[src/rtl/mem_stage_pkg.sv]
// Shared definitions for the memory stage: FSM encodings, control-bundle
// bit positions of the memory flags, and the flag-priority helper.
package mem_stage_pkg;

  localparam int unsigned CTRL_W = 33;

  // Bit positions of the memory flags inside the 33-bit control bundle.
  localparam int unsigned MEM_READ_B_BIT  = 8;
  localparam int unsigned MEM_READ_W_BIT  = 9;
  localparam int unsigned MEM_WRITE_B_BIT = 10;
  localparam int unsigned MEM_WRITE_W_BIT = 11;

  typedef enum logic [1:0] {
    StIdle  = 2'd0,
    StBeat0 = 2'd1,
    StBeat1 = 2'd2,
    StDone  = 2'd3
  } state_t;

  typedef struct packed {
    logic read;
    logic write;
    logic word;
  } access_t;

  // Read wins over write, word wins over byte; a write paired with a read is dropped.
  function automatic access_t resolve_access(input logic read_b, input logic read_w,
                                             input logic write_b, input logic write_w);
    access_t acc;
    acc.read  = read_b | read_w;
    acc.write = ~acc.read & (write_b | write_w);
    acc.word  = acc.read ? read_w : write_w;
    return acc;
  endfunction

endpackage

[src/rtl/ctrl_decode.sv]
// Control-bundle field extraction: exposes the memory flags and passes the
// bundle through so downstream logic latches exactly what was decoded.
module ctrl_decode
  import mem_stage_pkg::*;
(
  input  logic [CTRL_W-1:0] control_signals,
  output logic [CTRL_W-1:0] bundle,
  output logic              mem_read_b,
  output logic              mem_read_w,
  output logic              mem_write_b,
  output logic              mem_write_w
);

  assign bundle      = control_signals;
  assign mem_read_b  = control_signals[MEM_READ_B_BIT];
  assign mem_read_w  = control_signals[MEM_READ_W_BIT];
  assign mem_write_b = control_signals[MEM_WRITE_B_BIT];
  assign mem_write_w = control_signals[MEM_WRITE_W_BIT];

endmodule

[src/rtl/mem_stage_watchdog.sv]
// Per-beat bus timeout counter. Counts cycles of bus_req without bus_ack and
// flags the cycle in which the TIMEOUT_CYCLES-th unanswered cycle occurs.
module mem_stage_watchdog #(
  parameter int unsigned TIMEOUT_CYCLES = 255
) (
  input  logic clk,
  input  logic rst,
  input  logic bus_req,
  input  logic bus_ack,
  output logic timeout
);

  localparam logic [7:0] LastCount = 8'(TIMEOUT_CYCLES - 1);

  logic [7:0] cnt_q;

  // Counter is held at zero while req is low, so it starts from zero on each rise.
  always_ff @(posedge clk or posedge rst) begin
    if (rst) begin
      cnt_q <= 8'd0;
    end else if (!bus_req || bus_ack) begin
      cnt_q <= 8'd0;
    end else begin
      cnt_q <= cnt_q + 8'd1;
    end
  end

  assign timeout = bus_req && !bus_ack && (cnt_q == LastCount);

endmodule

[src/rtl/mem_stage.sv]
// Memory pipeline stage: runs byte/word loads and stores over an 8-bit req/ack
// bus and forwards the instruction's control bundle, pc and imm.
// Optional bus timeout with sticky fault flag: define MEM_STAGE_TIMEOUT_EN.
module mem_stage
  import mem_stage_pkg::*;
#(
  parameter int unsigned TIMEOUT_CYCLES = 255
) (
  input  logic              clk,
  input  logic              rst,
  input  logic              en,
  input  logic [CTRL_W-1:0] control_signals_in,
  input  logic [15:0]       pc_in,
  input  logic [15:0]       imm_in,
  input  logic [15:0]       addr_in,
  input  logic [15:0]       wdata_in,
  output logic              busy,
  output logic              bus_req,
  output logic              bus_we,
  output logic [15:0]       bus_addr,
  output logic [7:0]        bus_wdata,
  input  logic              bus_ack,
  input  logic [7:0]        bus_rdata,
  output logic [15:0]       rdata_out,
  output logic              rdata_valid,
  output logic [CTRL_W-1:0] control_signals_out,
  output logic [15:0]       pc_out,
  output logic [15:0]       imm_out
`ifdef MEM_STAGE_TIMEOUT_EN
  ,
  output logic              fault
`endif
);

  if (TIMEOUT_CYCLES < 1 || TIMEOUT_CYCLES > 255) begin : g_bad_timeout
    $error("mem_stage: TIMEOUT_CYCLES must be within 1..255");
  end

  state_t state_q, state_d;

  logic [CTRL_W-1:0] dec_bundle;
  logic              dec_read_b, dec_read_w, dec_write_b, dec_write_w;
  access_t           acc;

  logic [CTRL_W-1:0] ctrl_q;
  logic [15:0]       pc_q, imm_q, addr_q, wdata_q;
  logic              read_q, write_q, word_q;
  logic              gap_q;
  logic [7:0]        lo_q;

  logic              accept, is_mem, beat_ack, timeout, finish;
  logic [15:0]       load_result;

  ctrl_decode u_ctrl_decode (
    .control_signals (control_signals_in),
    .bundle          (dec_bundle),
    .mem_read_b      (dec_read_b),
    .mem_read_w      (dec_read_w),
    .mem_write_b     (dec_write_b),
    .mem_write_w     (dec_write_w)
  );

  assign acc      = resolve_access(dec_read_b, dec_read_w, dec_write_b, dec_write_w);
  assign is_mem   = acc.read | acc.write;
  assign accept   = (state_q == StIdle) && en;
  assign beat_ack = bus_req && bus_ack;
  assign busy     = (state_q != StIdle);

`ifdef MEM_STAGE_TIMEOUT_EN
  mem_stage_watchdog #(
    .TIMEOUT_CYCLES (TIMEOUT_CYCLES)
  ) u_watchdog (
    .clk     (clk),
    .rst     (rst),
    .bus_req (bus_req),
    .bus_ack (bus_ack),
    .timeout (timeout)
  );

  // Sticky fault: once a beat times out it stays set until reset.
  always_ff @(posedge clk or posedge rst) begin
    if (rst) begin
      fault <= 1'b0;
    end else if (timeout) begin
      fault <= 1'b1;
    end
  end
`else
  assign timeout = 1'b0;
`endif

  // State register.
  always_ff @(posedge clk or posedge rst) begin
    if (rst) begin
      state_q <= StIdle;
    end else begin
      state_q <= state_d;
    end
  end

  // Next-state: one beat for byte access, two for word; timeout skips to DONE.
  always_comb begin
    state_d = state_q;
    unique case (state_q)
      StIdle:  if (en && is_mem) state_d = StBeat0;
      StBeat0: begin
        if (beat_ack) begin
          state_d = word_q ? StBeat1 : StDone;
        end else if (timeout) begin
          state_d = StDone;
        end
      end
      StBeat1: if (beat_ack || timeout) state_d = StDone;
      StDone:  state_d = StIdle;
      default: state_d = StIdle;
    endcase
  end

  // Bus outputs decoded from state; the first BEAT1 cycle is the req-low gap.
  always_comb begin
    bus_req   = 1'b0;
    bus_we    = 1'b0;
    bus_addr  = addr_q;
    bus_wdata = wdata_q[7:0];
    unique case (state_q)
      StBeat0: begin
        bus_req = 1'b1;
        bus_we  = write_q;
      end
      StBeat1: begin
        bus_req   = ~gap_q;
        bus_we    = write_q & ~gap_q;
        bus_addr  = addr_q + 16'd1;
        bus_wdata = wdata_q[15:8];
      end
      default: ;
    endcase
  end

  // Latch the instruction whenever the stage accepts one.
  always_ff @(posedge clk or posedge rst) begin
    if (rst) begin
      ctrl_q  <= '0;
      pc_q    <= 16'd0;
      imm_q   <= 16'd0;
      addr_q  <= 16'd0;
      wdata_q <= 16'd0;
      read_q  <= 1'b0;
      write_q <= 1'b0;
      word_q  <= 1'b0;
    end else if (accept) begin
      ctrl_q  <= dec_bundle;
      pc_q    <= pc_in;
      imm_q   <= imm_in;
      addr_q  <= addr_in;
      wdata_q <= wdata_in;
      read_q  <= acc.read;
      write_q <= acc.write;
      word_q  <= acc.word;
    end
  end

  // Inter-beat gap marker and low-byte capture of a word load.
  always_ff @(posedge clk or posedge rst) begin
    if (rst) begin
      gap_q <= 1'b0;
      lo_q  <= 8'd0;
    end else begin
      gap_q <= (state_q == StBeat0) && beat_ack && word_q;
      if ((state_q == StBeat0) && beat_ack && read_q) begin
        lo_q <= bus_rdata;
      end
    end
  end

  assign finish = (state_q != StDone) && (state_d == StDone);

  always_comb begin
    if (timeout) begin
      load_result = 16'hFFFF;
    end else if (word_q) begin
      load_result = {bus_rdata, lo_q};
    end else begin
      load_result = {8'h00, bus_rdata};
    end
  end

  // Forwarded outputs: pass-through for non-memory ops, loaded on entry to DONE otherwise.
  always_ff @(posedge clk or posedge rst) begin
    if (rst) begin
      control_signals_out <= '0;
      pc_out              <= 16'd0;
      imm_out             <= 16'd0;
      rdata_out           <= 16'd0;
      rdata_valid         <= 1'b0;
    end else begin
      rdata_valid <= 1'b0;
      if (accept && !is_mem) begin
        control_signals_out <= dec_bundle;
        pc_out              <= pc_in;
        imm_out             <= imm_in;
      end else if (finish) begin
        control_signals_out <= ctrl_q;
        pc_out              <= pc_q;
        imm_out             <= imm_q;
        if (read_q) begin
          rdata_valid <= 1'b1;
          rdata_out   <= load_result;
        end
      end
    end
  end

endmodule

[config.mk]
export PLATFORM = sky130hd
export DESIGN_NAME = mem_stage
export DESIGN_NICKNAME = d
export VERILOG_FILES = /design/src/rtl/mem_stage_pkg.sv /design/src/rtl/ctrl_decode.sv /design/src/rtl/mem_stage_watchdog.sv /design/src/rtl/mem_stage.sv
export SDC_FILE = /design/constraint.sdc
export NUM_CORES = 1
export LEC_CHECK = 0
export ABC_AREA = 1
export BUFFER_PORTS_ARGS = -buffer_cell sky130_fd_sc_hd__buf_2
export CORE_MARGIN = 5
export CORE_UTILIZATION = 25
export DETAILED_ROUTE_END_ITERATION = 16
export PLACE_DENSITY = 0.51
export SLEW_MARGIN = 20
export SYNTH_ARGS = -nofsm -noshare
export SYNTH_HDL_FRONTEND = slang
export SYNTH_SLANG_ARGS = --single-unit
[constraint.sdc]
create_clock -name clk -period 7.4 [get_ports clk]
set_input_delay 0.37 -clock clk [delete_from_list [all_inputs] [get_ports clk]]
set_output_delay 0.37 -clock clk [all_outputs]
set_load 0.005 [all_outputs]
==> results of run 1 <==
## final timing paths
path                                                  end  slack [ns]
worst max-delay path                         bus_addr[15]        3.93
worst min-delay path                addr_q[3]$_DFFE_PP0P_        0.12
worst max register to register   rdata_out[5]$_DFFE_PP0P_        3.97
worst min register to register  rdata_out[14]$_DFFE_PP0P_        0.47
max in group asynchronous            imm_q[7]$_DFFE_PP0P_        5.78
min in group asynchronous          wdata_q[4]$_DFFE_PP0P_        0.45
## Yosys cell counts (all sizes together)
cell and n:
o22ai 29, nor3 3, o21ai 139, clkbuf 33
nand4 4, nand2 391, dfrtp 193, ha 8
nand3 84, nor4 1, clkinv 2, buf 32
nor2 15, o221ai 1, xor2 14, inv 114
a211oi 1, nand3b 8
## registers in the layout, summed over array words and instances (netlist names), 16 cells and up
name                 flops
addr_q                  16
control_signals_out     33
ctrl_q                  33
imm_out                 16
imm_q                   16
pc_out                  16
pc_q                    16
rdata_out               16
wdata_q                 16
## area by class of cell
| cell class | count | area, sq um | area share (%) |
|---|---|---|---|
| multi-input combinational | 698 | 3340 | 30.6 |
| sequential | 193 | 4830 | 44.2 |
| inverter | 116 | 447 | 4.08 |
| timing repair buffer | 225 | 1170 | 10.7 |
| clock inverter | 15 | 144 | 1.32 |
| clock buffer | 17 | 425 | 3.89 |
| tap | 461 | 577 | 5.27 |
## worst max-delay path, cell delays in order (launching register included)
cell     delay, ns
dfrtp_1       0.43
inv_1         0.18
ha_1          0.77
nand2_1       0.15
nor2_2        0.16
nand2_1       0.08
nor2_2        0.12
nand2_1       0.11
nor2_2        0.15
nand2_1       0.11
nor2_1        0.13
xor2_1        0.15
buf_2         0.13
## placed cells by master, fill, tap and decap left out
cell | netlist | final
dlygate4sd3_1 | 0 | 1
inv_8 | 0 | 6
dfrtp_1 | 193 | 193
clkinv_2 | 0 | 2
nor2_2 | 6 | 6
nand2_2 | 7 | 7
o221ai_1 | 1 | 1
buf_2 | 8 | 217
nand3_4 | 1 | 1
buf_4 | 2 | 6
clkbuf_16 | 0 | 17
clkinv_1 | 2 | 1
nand4_1 | 3 | 3
ha_1 | 8 | 8
clkinv_4 | 0 | 2
inv_1 | 111 | 110
inv_4 | 0 | 1
a211oi_1 | 1 | 1
buf_16 | 0 | 1
nand3_2 | 20 | 20
nor3_1 | 3 | 3
nand3_1 | 63 | 63
inv_2 | 3 | 2
nand4_2 | 1 | 1
nand2_4 | 1 | 2
nor2_1 | 9 | 9
clkinv_8 | 0 | 1
o21ai_0 | 138 | 138
inv_6 | 0 | 3
nand3b_1 | 8 | 8
clkinvlp_4 | 0 | 3
xor2_1 | 14 | 14
o21ai_4 | 1 | 1
nand2_1 | 383 | 382
o22ai_1 | 29 | 29
nor4_1 | 1 | 1
## power groups by stage
stage	Combinational (uW)	Sequential, uW	Clock (uW)
3_3_place_gp	1790	1810	0
6_report	1770	1790	924
3_5_place_dp	1820	1810	0
5_1_grt	2060	1850	1010
2_1_floorplan	1290	1760	0
4_1_cts	1820	1790	970
## stage by stage
step                cells  utilization, %
floorplan            1072               -
global placement     1691            29.1
detailed placement   1691            29.1
CTS                  1723            30.7
global route         1725            30.8
finish               1725            30.8
## logic make-up (layout without fill, tap and decap cells)
kind of cell,Yosys count,after routing,share of synthesized area [%]
simple gates,506,506,24.7
flops,193,193,53.9
buf+inv,181,373,8.87
compound gates,170,170,10.1
xor+xnor,14,14,1.37
fa+ha+maj,8,8,1.12
## metal layers
layer	vias up	share of wire (%)	global-route usage [%]
li1	3749	-	-
met1	3485	46	16.9
met2	130	48	20.2
met3	19	4.5	3.00
met4	4	1.3	3.75
met5	-	0.12	0
## repair_timing
item	4_1_cts	5_1_grt
hold buffers	0	1
setup endpoints to repair	0	0
endpoints found under the hold margin	0	49
==> flow_summary.json, run 1 <==
{
  "outcome": "finished, final reports clean",
  "synth.avg_cell_area_sq_um": 8.36,
  "reg2reg_depth": 11,
  "drt-total-wl_mm": 24.7,
  "synth-seq-cells": 193,
  "power_frac_seq_pct": 39.9,
  "postCtsSetupBuffers": 0,
  "internal-power_uw": 2640,
  "synth.distinct_cells": 30,
  "clock_skew_ns": 0.0118,
  "final_area_sq_um": 10900,
  "vias": 7387,
  "clkPwrFrac_pct": 20.6,
  "grt-ovfl-total": 0,
  "first_global_vias": 7286,
  "endpoint_kind": "output port",
  "power.density_nw_per_um2": 409,
  "ys_warn_count": 0,
  "setup_tns_ns": 0,
  "core_area_sq_um": 35500,
  "area_growth_pct": 22.0,
  "dpl_worst_slack_ns": 3.87,
  "setup.worst_path.start_class": "flop",
  "min_period_ns": 3.47,
  "ir_drop_v": 0.000244,
  "crit_type": "reg2out",
  "rows": 69,
  "drt_iter0_drc": 359,
  "crit_fanout": 25,
  "root_buffer": "clkbuf_16",
  "nets": 1368,
  "wl_per_cell_um": 14.3,
  "cts_tree": "yes",
  "r2r_start": "state_q[0]$_DFF_PP0_",
  "chipWidth_um": 199,
  "total_power_uw": 4480,
  "cts_buffers": 17,
  "drive_gt1_share_pct": 23.7,
  "syn_area_sq_um": 8960,
  "synth_area_leaders": "dfrtp_1, nand2_1, o21ai_0, inv_1, nand3_1",
  "dieArea_sq_um": 39700,
  "cap_violations": 0,
  "postRouteAntennaNets": 0,
  "hold_slack_ns": 0.118,
  "synthDominantCellAreaShare_pct": 53.9,
  "gp_congestion": 0.754,
  "synth_top_area_cell": "dfrtp_1",
  "cts_buffer_depth": 2,
  "clk_pin_slew_ns": 0.08,
  "combinationalPowerShare_pct": 39.5,
  "cts_max_level": 4,
  "crit_arrival_ns": 3.10,
  "die_y_um": 199,
  "worst_skew_pair.late_latency_ns": 0.45,
  "drc": 0,
  "dp_hpwl_mm": 16.4,
  "numClockSinks": 193,
  "grt_start_max_net_pins": 134,
  "syn_nets": 1189,
  "ioPinCount": 218,
  "holdPathStages": 3,
  "hold_viol_final": 0,
  "nFillCells": 3825,
  "setup_ws_ns": 3.93,
  "required_ns": 7.03,
  "p_leak_uw": 0.00588,
  "swShare_pct": 41.0,
  "track_usage_pct": 12.6,
  "synth_cells": 1072,
  "setup_violations": 0,
  "crit_start": "state_q[0]$_DFF_PP0_",
  "drt_pass1_iterations": 4,
  "grt_pass1_wl_mm": 39.7,
  "io_buffer_count": 217,
  "rsz0062_at_grt": "false",
  "vias_per_cell": 4.28,
  "max_slew_margin_pct": 36.8,
  "hold_path.class": "in2reg",
  "worstMarginPinSlew_ns": 0.948,
  "antenna_found_initial": 2,
  "hp-start": "addr_in[3]",
  "final_max_slew_viol_count": 0,
  "timing.fmax_mhz": 288,
  "start_util_pct": 25.3,
  "switchingPower_uw": 1840,
  "final.period_utilization_pct": 46.9,
  "cts-resized-gates": 0,
  "diodes": 0,
  "synth-seq-area-share_pct": 53.9,
  "place_area_sq_um": 10300
}
No activity file was read; power rests on OpenSTA's default activity.
==> run 2, diff against run 1 <==
--- a/config.mk
+++ b/config.mk
@@ -5,12 +5,12 @@
 export SDC_FILE = /design/constraint.sdc
 export NUM_CORES = 1
 export LEC_CHECK = 0
-export ABC_AREA = 1
+export ABC_AREA = 0
 export BUFFER_PORTS_ARGS = -buffer_cell sky130_fd_sc_hd__buf_2
 export CORE_MARGIN = 5
 export CORE_UTILIZATION = 25
 export DETAILED_ROUTE_END_ITERATION = 16
-export PLACE_DENSITY = 0.51
+export PLACE_DENSITY = 0.53
 export SLEW_MARGIN = 20
 export SYNTH_ARGS = -nofsm -noshare
 export SYNTH_HDL_FRONTEND = slang
==> constraint.sdc (replaced) <==
create_clock -name clk -period 2.9 [get_ports clk]
set_input_delay 0.145 -clock clk [delete_from_list [all_inputs] [get_ports clk]]
set_output_delay 0.145 -clock clk [all_outputs]
set_load 0.005 [all_outputs]
==> run 2 against run 1 <==
  * Non-clock buffer count grew 113
  * Via count shrank 16%
  * Final area grew 4.6%
  * Worst setup slack lost 3.9 ns
  * Combinational power grew 140%
  * Wire length shrank 5.5%
  * Register-to-register slack lost 3.8 ns
  * Sequential power grew to 2.6 times the previous value
  * Synthesized area shrank 8.5%
  * Largest cell class unchanged
==> flow_summary.json, run 2 <==
{
  "instances_no_fill": 1383,
  "synth_most_common_cell": "dfrtp_1",
  "outcome": "finished, final reports clean",
  "final_max_slew_viol_count": 0,
  "ys_warn_count": 0,
  "required_ns": 3.21,
  "timing.fmax_mhz": 353,
  "start_util_pct": 25.3,
  "track_usage_pct": 12.8,
  "synth_top_area_cell": "dfrtp_1",
  "io_buffer_count": 217,
  "hold_path.class": "in2reg",
  "min_period_ns": 2.83,
  "grt_start_max_net_pins": 89,
  "largestRegisters": "control_signals_out (33), ctrl_q (33)",
  "nFillCells": 3238,
  "max_slew_margin_pct": 54.6,
  "p_leak_uw": 0.00548,
  "vias_per_cell": 4.50,
  "worst_skew_pair.late_latency_ns": 0.44,
  "final_cell_mix": "buf_2, dfrtp_1, mux2_2, dlygate4sd3_1, and3_1",
  "syn_nets": 736,
  "clock_skew_ns": 0.00880,
  "cts_tree": "yes",
  "yosys_most_used_dff": "dfrtp_1",
  "path_delay_family": "compound AO/OA/AOI/OAI gates",
  "vias": 6225,
  "syn_area_sq_um": 8200,
  "crit_path_top_delay_cell": "or4_4",
  "worstMarginPinSlew_ns": 0.681,
  "path_cells": "dlygate4sd3_1 > buf_2 > or4_4 > and3_4 > a2111o_1 > a221o_4 > buf_6 > and3_1 > a221o_1",
  "dp_hpwl_mm": 14.4,
  "synth.avg_cell_area_sq_um": 13.2,
  "dp_cells": 1247,
  "ioPinCount": 218,
  "die_y_um": 191,
  "synth.distinct_cells": 33,
  "crit_fanout": 44,
  "first_global_vias": 6612,
  "reg2reg_depth": 8,
  "drt_pass1_iterations": 4,
  "cpPeakStageDelay_ns": 0.57,
  "wl_per_cell_um": 16.9,
  "cap_violations": 0,
  "synth-seq-cells": 193,
  "root_buffer": "clkbuf_16",
  "chipWidth_um": 191,
  "final.period_utilization_pct": 97.7,
  "rsz0062_at_grt": "false",
  "synth_common_cells": "dfrtp_1, mux2_2, and3_1",
  "endpoint_kind": "flop",
  "cts_buffer_depth": 2,
  "cts_max_level": 4,
  "synthDominantCellAreaShare_pct": 58.9,
  "nets": 1046,
  "cts_buffers": 17,
  "synth_edf_count": 0,
  "async_reset_ff_share_pct": 100,
  "antenna_found_initial": 1,
  "gp_congestion": 0.715,
  "synth-seq-area-share_pct": 58.9,
  "grt-ovfl-total": 0,
  "drc": 0,
  "final_common_cell": "buf_2",
  "setup.worst_path.start_class": "input port",
  "setup_tns_ns": 0,
  "postCtsSetupBuffers": 0,
  "synth_cells": 619,
  "area_growth_pct": 39.4,
  "clk_pin_slew_ns": 0.07,
  "numClockSinks": 193,
  "path_buf_inv": 3,
  "rows": 66,
  "hold_slack_ns": 0.0453,
  "core_area_sq_um": 32500,
  "ir_drop_v": 0.000486,
  "setup_violations": 0,
  "synth_area_leaders": "dfrtp_1, mux2_2, a221o_1, and3_1, o21ai_0",
  "power.density_nw_per_um2": 975,
  "drt_iter0_drc": 241,
  "holdPathStages": 3,
  "crit_arrival_ns": 3.15,
  "path_depth": 9,
  "grt_pass1_wl_mm": 37.1,
  "crit_type": "in2reg",
  "dieArea_sq_um": 36500,
  "hold_viol_final": 0,
  "drive_gt1_share_pct": 41.0,
  "postRouteAntennaNets": 0,
  "drt-total-wl_mm": 23.3
}
## run 2: logic make-up after synthesis
kind of cell	after synthesis	synth area share (%)
and+or+nand+nor	118	8.10
xor gates and xnor gates	15	1.60
AOI/OAI and AO/OA	106	10.4
adders and majority gates	8	1.22
DFF	193	58.9
muxes	125	17.0
buffers and inverters	54	2.76
## run 2: cell type report
type / instances / area (sq um) / share of cell area (%)
sequential: 193 / 4830 / 42.2
clock buffer: 18 / 429 / 3.75
multi-input combinational: 372 / 3180 / 27.8
timing repair buffer: 338 / 2320 / 20.3
tap: 442 / 553 / 4.84
inverter: 7 / 30.0 / 0.263
antenna: 1 / 2.50 / 0.0219
clock inverter: 12 / 87.6 / 0.766
## run 2: stage by stage
stage / cell area (sq um) / power (uW) / utilization (%) / setup WS (ns)
global placement: 9860 / 8870 / 30.4 / 0.141
CTS: 11400 / 11300 / 35.2 / 0.0281
floorplan: 8200 / 7310 / - / 0.154
detailed placement: 9860 / 8970 / 30.4 / 0.101
global route: 11400 / 12000 / 35.2 / 0.00659
finish: 11400 / 11100 / 35.2 / 0.0667
## run 2: timing repair
item,CTS,global route
hold endpoints to repair,369,0
resized for setup,0,3
endpoints found under the setup margin,0,47
hold buffers,105,0
## run 2: path summary, 6_finish.rpt
check,startpoint,endpoint,slack (ns)
worst max-delay path,control_signals_in[10],pc_out[6]$_DFFE_PP0P_,0.07
worst min-delay path,control_signals_in[8],read_q$_DFFE_PP0P_,0.05
worst max register to register,state_q[1]$_DFF_PP0_,pc_out[6]$_DFFE_PP0P_,0.19
worst min register to register,ctrl_q[25]$_DFFE_PP0P_,control_signals_out[25]$_DFFE_PP0P_,0.50
max in group asynchronous,rst,pc_q[6]$_DFFE_PP0P_,2.05
min in group asynchronous,rst,gap_q$_DFF_PP0_,0.40
## run 2: power by group
| part | switching (uW) | total [uW] | internal (uW) |
|---|---|---|---|
| Clock | 1100 | 2190 | 1100 |
| Combinational | 1900 | 4290 | 2390 |
| Sequential | 681 | 4660 | 3980 |
## run 2: worst reg2reg max path, stage by stage, from the launching register on
cell       delay [ns]
dfrtp_1          0.44
inv_1            0.12
ha_1             0.33
o2111ai_1        0.17
a2111o_1         0.41
a221o_4          0.38
buf_6            0.23
and3_1           0.26
a221o_1          0.26
## run 2: routing by layer
| layer | share of wire, % | up-vias | track usage, % |
|---|---|---|---|
| met3 | 4.8 | 15 | 3.31 |
| met2 | 48 | 142 | 21.2 |
| met5 | 0 | - | 0 |
| li1 | - | 2914 | - |
| met4 | 1.6 | 0 | 3.90 |
| met1 | 45 | 3154 | 16.6 |
==> run 3, diff against run 2 <==
--- a/config.mk
+++ b/config.mk
@@ -7,10 +7,12 @@
 export LEC_CHECK = 0
 export ABC_AREA = 0
 export BUFFER_PORTS_ARGS = -buffer_cell sky130_fd_sc_hd__buf_2
+export CORE_ASPECT_RATIO = 1.25
 export CORE_MARGIN = 5
 export CORE_UTILIZATION = 25
 export DETAILED_ROUTE_END_ITERATION = 16
 export PLACE_DENSITY = 0.53
+export REMOVE_ABC_BUFFERS = 1
 export SLEW_MARGIN = 20
 export SYNTH_ARGS = -nofsm -noshare
 export SYNTH_HDL_FRONTEND = slang
==> run 3 against run 2 <==
  * Final area increased by 0.22%
  * Register-to-register slack is essentially flat
  * Highest routed layer is now met5
  * Clock power up 9.1%
  * Sequential power rose by 0.9%
  * Largest power group unchanged
  * Critical endpoint is now control_signals_out[27]$_DFFE_PP0P_
  * Global-route usage rose by 0.29 points
==> flow_summary.json, run 3 (synthesis gave the netlist of run 2 again) <==
{
  "cts_buffer_depth": 2,
  "rsz0062_at_grt": "false",
  "cap_violations": 0,
  "chipWidth_um": 172,
  "ioPinCount": 218,
  "io_buffer_count": 217,
  "worst_skew_pair.late_latency_ns": 0.44,
  "drt_pass1_iterations": 4,
  "instances_no_fill": 1362,
  "setup_tns_ns": 0,
  "vias": 6289,
  "cts_buffers": 17,
  "grt_start_max_net_pins": 88,
  "numClockSinks": 193,
  "area_growth_pct": 39.7,
  "dp_cells": 1225,
  "final_common_cell": "buf_2",
  "crit_arrival_ns": 3.16,
  "diodes": 0,
  "dieArea_sq_um": 36500,
  "clk_pin_slew_ns": 0.07,
  "dpl_worst_slack_ns": 0.188,
  "root_buffer": "clkbuf_16",
  "hold_viol_final": 0,
  "nets": 1048,
  "final_cell_mix": "buf_2, dfrtp_1, mux2_2, dlygate4sd3_1, and3_1",
  "setup_ws_ns": 0.112,
  "max_slew_margin_pct": 54.5,
  "drc": 0,
  "dp_hpwl_mm": 15.3,
  "crit_fanout": 48,
  "postCtsSetupBuffers": 0,
  "gp_congestion": 0.754,
  "first_global_vias": 6672,
  "postRouteAntennaNets": 0,
  "core_area_sq_um": 32600,
  "min_period_ns": 2.79,
  "drt_iter0_drc": 230,
  "ir_drop_v": 0.000448,
  "final_max_slew_viol_count": 0,
  "final.period_utilization_pct": 96.1,
  "track_usage_pct": 13.1,
  "required_ns": 3.27,
  "setup.worst_path.start_class": "input port",
  "setup_violations": 0,
  "wl_per_cell_um": 17.6,
  "hold_path.class": "in2reg",
  "endpoint_kind": "flop",
  "cts_tree": "yes",
  "total_power_uw": 11400,
  "drt-total-wl_mm": 24.0,
  "clock_skew_ns": 0.0176,
  "worstMarginPinSlew_ns": 0.683,
  "drive_gt1_share_pct": 41.1,
  "timing.fmax_mhz": 359,
  "antenna_found_initial": 1,
  "utilization_pct": 35.2,
  "cts_max_level": 4,
  "power.density_nw_per_um2": 991,
  "largestRegisters": "control_signals_out (33), ctrl_q (33)",
  "p_leak_uw": 0.00551,
  "rows": 74,
  "crit_type": "in2reg",
  "outcome": "finished, final reports clean",
  "die_y_um": 212,
  "grt-ovfl-total": 0,
  "start_util_pct": 25.2,
  "grt_pass1_wl_mm": 37.7,
  "vias_per_cell": 4.62
}
## run 3: cell count changes in the layout (fill, tap and decap cells not counted), moves of 2 or more
cell	before	now
bufinv_16	0	2
clkinv_4	2	4
inv_6	4	1
buf_4	10	14
## run 3: what timing repair did
item / in CTS / in global routing
hold buffers: 105 / 0
endpoints found under the hold margin: 262 / 0
setup endpoints to repair: 2 / 2
gates resized for setup: 1 / 1
## run 3: layer usage
layer	vias to the layer above	global-route usage, %	share of wire [%]
met3	17	2.98	5.0
met4	2	3.42	1.3
li1	2919	-	-
met5	-	0	0.029
met1	3201	16.5	44
met2	150	22.8	50
## run 3: path summary, 6_finish.rpt
path | cells past startpoint | to | slack (ns) | start
max in group asynchronous | 4 | wdata_q[2]$_DFFE_PP0P_ | 1.75 | rst
min reg2reg | 2 | write_q$_DFFE_PP0P_ | 0.47 | write_q$_DFFE_PP0P_
min | 2 | gap_q$_DFF_PP0_ | 0.04 | bus_ack
min in group asynchronous | 3 | ctrl_q[28]$_DFFE_PP0P_ | 0.36 | rst
max reg2reg | 10 | control_signals_out[27]$_DFFE_PP0P_ | 0.20 | state_q[0]$_DFF_PP0_
max | 10 | control_signals_out[27]$_DFFE_PP0P_ | 0.11 | control_signals_in[11]
## run 3: layout make-up
type                            count  area, sq um
Tap cell                          418          523
Sequential cell                   193         4830
Fill cell                        3257        21100
Multi-Input combinational cell    372         3170
Clock buffer                       20          447
Clock inverter                     12          134
Timing Repair Buffer              340         2320
Inverter                            7         33.8
## run 3: power breakdown
part	total [uW]	leakage (uW)	internal [uW]	switching, uW
Clock	2390	0.000280	1300	1090
Combinational	4260	0.00286	2390	1870
Sequential	4700	0.00237	3980	716
Total	11400	0.00551	7680	3680
## run 3: metrics by stage
stage	hold WS [ns]	cell area, sq um
3_3_place_gp	0.295	9820
3_5_place_dp	0.294	9820
2_1_floorplan	0.272	8000
4_1_cts	0.00692	11500
6_report	0.0431	11500
5_1_grt	0.0242	11500
## run 3: critical path, stage by stage
cell	delay, ns
dlygate4sd3_1	0.54
buf_2	0.15
or4_4	0.55
and3_4	0.21
a2111o_1	0.38
a221o_2	0.36
buf_12	0.20
nor2_4	0.12
buf_12	0.27
a221o_1	0.20
